$ cat src/rtl/serial_cmp_pkg.sv
// Shared definitions for the bit-serial magnitude comparator: FSM encodings
// and result-slot indices used by consumers of the eq/gt/lt triple.
package serial_cmp_pkg;

  typedef enum logic [1:0] {
    ST_IDLE = 2'd0,
    ST_SCAN = 2'd1,
    ST_DONE = 2'd2
  } state_t;

  localparam int RES_EQ = 0;
  localparam int RES_GT = 1;
  localparam int RES_LT = 2;

endpackage

$ cat src/rtl/comparator.sv
// 1-bit equality cell: eq is high when both input bits match.
module comparator (
  input  logic i0,
  input  logic i1,
  output logic eq
);

  assign eq = ~(i0 ^ i1);

endmodule

$ cat src/rtl/serial_compare_ctrl.sv
// Bit-serial unsigned magnitude comparator: streams operand bits MSB first
// through one 1-bit equality cell and reports eq/gt/lt plus bits examined.
module serial_compare_ctrl
  import serial_cmp_pkg::*;
#(
  parameter  int WIDTH      = 8,
  parameter  bit EARLY_EXIT = 1'b1,
  localparam int CW         = $clog2(WIDTH + 1)
) (
  input  logic             clk,
  input  logic             rst_n,
  input  logic             in_valid,
  output logic             in_ready,
  input  logic [WIDTH-1:0] a,
  input  logic [WIDTH-1:0] b,
  output logic             out_valid,
  input  logic             out_ready,
  output logic             eq,
  output logic             gt,
  output logic             lt,
  output logic [CW-1:0]    cycles,
  output logic             busy
);

  // Handshake contract: a transfer happens on a rising edge where valid and
  // ready are both high; valid-side data must hold until that edge.

  state_t           state;
  state_t           state_nxt;
  logic [WIDTH-1:0] a_sh;
  logic [WIDTH-1:0] b_sh;
  logic [CW-1:0]    idx;
  logic             cmp_eq;
  logic             diff_now;
  logic             scan_exit;

  comparator u_cmp (
    .i0 (a_sh[WIDTH-1]),
    .i1 (b_sh[WIDTH-1]),
    .eq (cmp_eq)
  );

  assign in_ready  = (state == ST_IDLE);
  assign out_valid = (state == ST_DONE);
  assign busy      = !in_ready;

  // A difference counts only once; gt/lt are sticky for the rest of the scan.
  assign diff_now  = (state == ST_SCAN) && !cmp_eq && !(gt || lt);
  assign scan_exit = (idx == '0) || (EARLY_EXIT && diff_now);

  always_comb begin
    state_nxt = state;
    case (state)
      ST_IDLE: if (in_valid)  state_nxt = ST_SCAN;
      ST_SCAN: if (scan_exit) state_nxt = ST_DONE;
      ST_DONE: if (out_ready) state_nxt = ST_IDLE;
      default:                state_nxt = ST_IDLE;
    endcase
  end

  always_ff @(posedge clk or negedge rst_n) begin
    if (!rst_n) begin
      state <= ST_IDLE;
    end else begin
      state <= state_nxt;
    end
  end

  always_ff @(posedge clk or negedge rst_n) begin
    if (!rst_n) begin
      a_sh   <= '0;
      b_sh   <= '0;
      idx    <= '0;
      eq     <= 1'b0;
      gt     <= 1'b0;
      lt     <= 1'b0;
      cycles <= '0;
    end else begin
      case (state)
        ST_IDLE: begin
          if (in_valid) begin
            a_sh   <= a;
            b_sh   <= b;
            idx    <= CW'(WIDTH - 1);
            eq     <= 1'b0;
            gt     <= 1'b0;
            lt     <= 1'b0;
            cycles <= '0;
          end
        end
        ST_SCAN: begin
          cycles <= cycles + CW'(1);
          a_sh   <= {a_sh[WIDTH-2:0], 1'b0};
          b_sh   <= {b_sh[WIDTH-2:0], 1'b0};
          if (idx != '0) idx <= idx - CW'(1);
          if (diff_now) begin
            gt <= a_sh[WIDTH-1];
            lt <= ~a_sh[WIDTH-1];
          end
          // Equality is only known once the scan ends without any difference.
          if (scan_exit && !diff_now && !gt && !lt) eq <= 1'b1;
        end
        default: ;
      endcase
    end
  end

endmodule

$ cat config.mk
export PLATFORM = sky130hd
export DESIGN_NAME = serial_compare_ctrl
export DESIGN_NICKNAME = d
export VERILOG_FILES = /design/src/rtl/serial_cmp_pkg.sv /design/src/rtl/comparator.sv /design/src/rtl/serial_compare_ctrl.sv
export SDC_FILE = /design/constraint.sdc
export NUM_CORES = 1
export LEC_CHECK = 0
export CAP_MARGIN = 40
export CORE_ASPECT_RATIO = 1.25
export CORE_MARGIN = 2
export CORE_UTILIZATION = 35
export CTS_CLUSTER_SIZE = 12
export DETAILED_ROUTE_END_ITERATION = 16
export GPL_TIMING_DRIVEN = 0
export SYNTH_ARGS = -nofsm -noshare
export SYNTH_HDL_FRONTEND = slang
export SYNTH_SLANG_ARGS = --single-unit
$ cat constraint.sdc
create_clock -name clk -period 1.75 [get_ports clk]
set_input_delay 0.175 -clock clk [delete_from_list [all_inputs] [get_ports clk]]
set_output_delay 0.175 -clock clk [all_outputs]
set_load 0.05 [all_outputs]
==> run metrics <==
pre-CTS setup slack=-0.05450 ns; final setup slack of the worst path=roughly 0.07 ns; CTS root buf=clkbuf_8; Die ar.=4594 um^2; ys flop type=dfrtp_1; Commonest cells post-synth=dfrtp_1 (29), nand2_1 (18), o21ai_0 (18); H-tree depth=2; fill cell count=roughly 370; slowest CP cell=dfrtp_1; CP startpoint kind=flip-flop; clock sink count=29; Ys Warns=0; Clock Tree Buf Depth=2; initial core utilization=36.98%; RSZ-0062 raised after global routing=no; placement row count=25; Slew Limit Fails=0; global-route usage over all layers=between 10% and 20%; cts bufs inserted=5; I/O pin cnt=30; Post-synth ARST share=100.0%; residual DRC count=0; Synth Instances=~130; Final Wtd Congestion=roughly 0.75; GRT Residual Overflow=0; hold_buf cts=0; FF/Latch Area=about 730 um^2; wire per inst=12.73 um; outcome=complete, no violations; Tcrit/Tclk final=95.98%; Port Buffers=29; Clock Latency Late Sink=0.28 ns; Worst-path clk slew=0.06 ns; initial antenna violation count=0; multi-input logic area=608.1 um^2; Syn Nets=around 160; Cell Chain, Critical Path=or2_2 > dlygate4sd2_1; Core Region=3847 um^2; share of the yosys chip area belonging to registers=51.01%; Power Dens Cells=2042 nW/um^2; synthesized area=1423 um^2; Syn-to-layout area delta=32.01%; most instantiated library cell after synthesis=dfrtp_1; setup TNS=0 ns; endpoint class of the critical path=output port; leakage=0.8468 nW; Yosys reg bits=29; number of synthesized flops with an enable pin=0; Final ANT Viol Nets=0; vias in the first global route=1147; Crit path buffers/inverters=1; layout cells sized above 1=12.87%; CP top delay family=flip-flops; dominant cell type by area after synthesis=dfrtp_1; Arr. time, crit path=1.50 ns; DR iter-0 viols=20; largest stage delay on the critical path=0.47 ns; syn avg cell area=10.70 um^2; vias=between 1000 and 1500; final setup violation count=0; Ant. Diodes=0; Max rail drop VDD=0.0008233 V; CTS tree=built; Detailed Place HPWL=around 2200 um; drt total wl=2864 um; largest fanout on the critical path=8; MaxCap Viol Count=0; Synth cell types=35; ranking of synthesized cells by area=dfrtp_1 (51%), mux2i_1 (9.9%), o21ai_0 (6.3%); first-pass GRT wire length=~5000 um; Final Hold Fails=0; Peak Freq=595.3 MHz; Tot Pwr=3.834 mW; Worst Tran Pin Value=0.6743 ns; DR pass1 iterations=4; pin count of the biggest net entering global routing=19; Final nets=192; crit path kind=flip-flop to output port; Avg Vias per Cell=4.729; WP data required=1.57 ns; Chip Height=75.28 um; min-delay worst type=primary input to async pin; postcts setup bufs=0; clk_skew=0.002669 ns; Max transition margin=54.85%; Final Critical Period=1.680 ns; post-synth top area share=51.01%; die width=61.03 um
## per-layer routing
layer,vias up,track usage (%),wire [um],part of all wire [%]
met5,-,0,0,0
met4,0,6.522,62,2.2
met3,6,5.326,163,5.7
met2,29,25.18,1435,50
met1,495,17.20,1203,42
li1,534,-,-,-
## registers in the layout, summed over array words and instances, names as in the netlist
name	count
cycles	4
eq	1
a_sh	8
gt	1
state	2
lt	1
idx	4
b_sh	8
## cells in the final DEF, fill, tap and decap left out, types with 3 or more instances in the layout
cell type,instances
dfrtp_1,29
clkdlybuf4s50_1,25
nand2_1,18
o21ai_0,18
mux2i_1,14
inv_1,7
clkbuf_8,5
a21oi_1,4
nor2_1,4
a22o_1,3
a211oi_1,3
xor2_1,3
clkbuf_1,3
## layout make-up
type	instances	share of cell area, %
flip-flops and latches	29	38.64
well taps	54	3.598
plain buffers	7	3.331
multi-input cells	90	32.38
inverters	7	1.399
clock buffers	8	4.264
repair buffers	30	16.39
## report_power, final
part | internal (mW) | leakage [nW] | total, mW | switching (mW)
Sequential | 0.999 | 0.363 | 1.24 | 0.242
Clock | 0.281 | 0.0395 | 0.518 | 0.236
Combinational | 0.875 | 0.444 | 2.08 | 1.20
Total | 2.16 | 0.847 | 3.83 | 1.68
## cell families after synthesis
family	Yosys count	share of synthesized area [%]
flip-flops	29	51.01
XOR/XNOR	4	2.463
adder cells (fa/ha/maj)	2	1.759
buffers and inverters	14	6.243
AO/OA/AOI/OAI	34	15.22
multiplexers	14	9.850
AND/OR/NAND/NOR	36	13.46
## stage by stage
stage | std cells | hold slack [ns] | area, um^2 | utilization, %
finish | 225 | 0.2788 | 1878 | 48.81
floorplan | 133 | -0.1206 | 1423 | -
detailed placement | 217 | 0.4764 | 1795 | 46.67
global route | 225 | 0.3237 | 1878 | 48.81
CTS | 225 | 0.2863 | 1874 | 48.72
global placement | 216 | 0.4625 | 1780 | 46.28
## final timing paths
check / from / end / slack, ns / cells past startpoint
max: state[1]$_DFFE_PN0P_ / busy / 0.07 / 2
min: rst_n / state[0]$_DFFE_PN0P_ / 0.28 / 1
max reg2reg: idx[0]$_DFFE_PN0P_ / idx[0]$_DFFE_PN0P_ / 0.23 / 5
min reg2reg: b_sh[4]$_DFFE_PN0P_ / b_sh[4]$_DFFE_PN0P_ / 0.48 / 2
max in group asynchronous: rst_n / b_sh[4]$_DFFE_PN0P_ / 0.93 / 2
min in group clk: out_ready / state[1]$_DFFE_PN0P_ / 0.48 / 3
## timing repair
action	in CTS	in global routing
setup endpoints to repair	3	2
resized for setup	5	2
pin swaps	0	0
(Power assumes the default switching activity.)
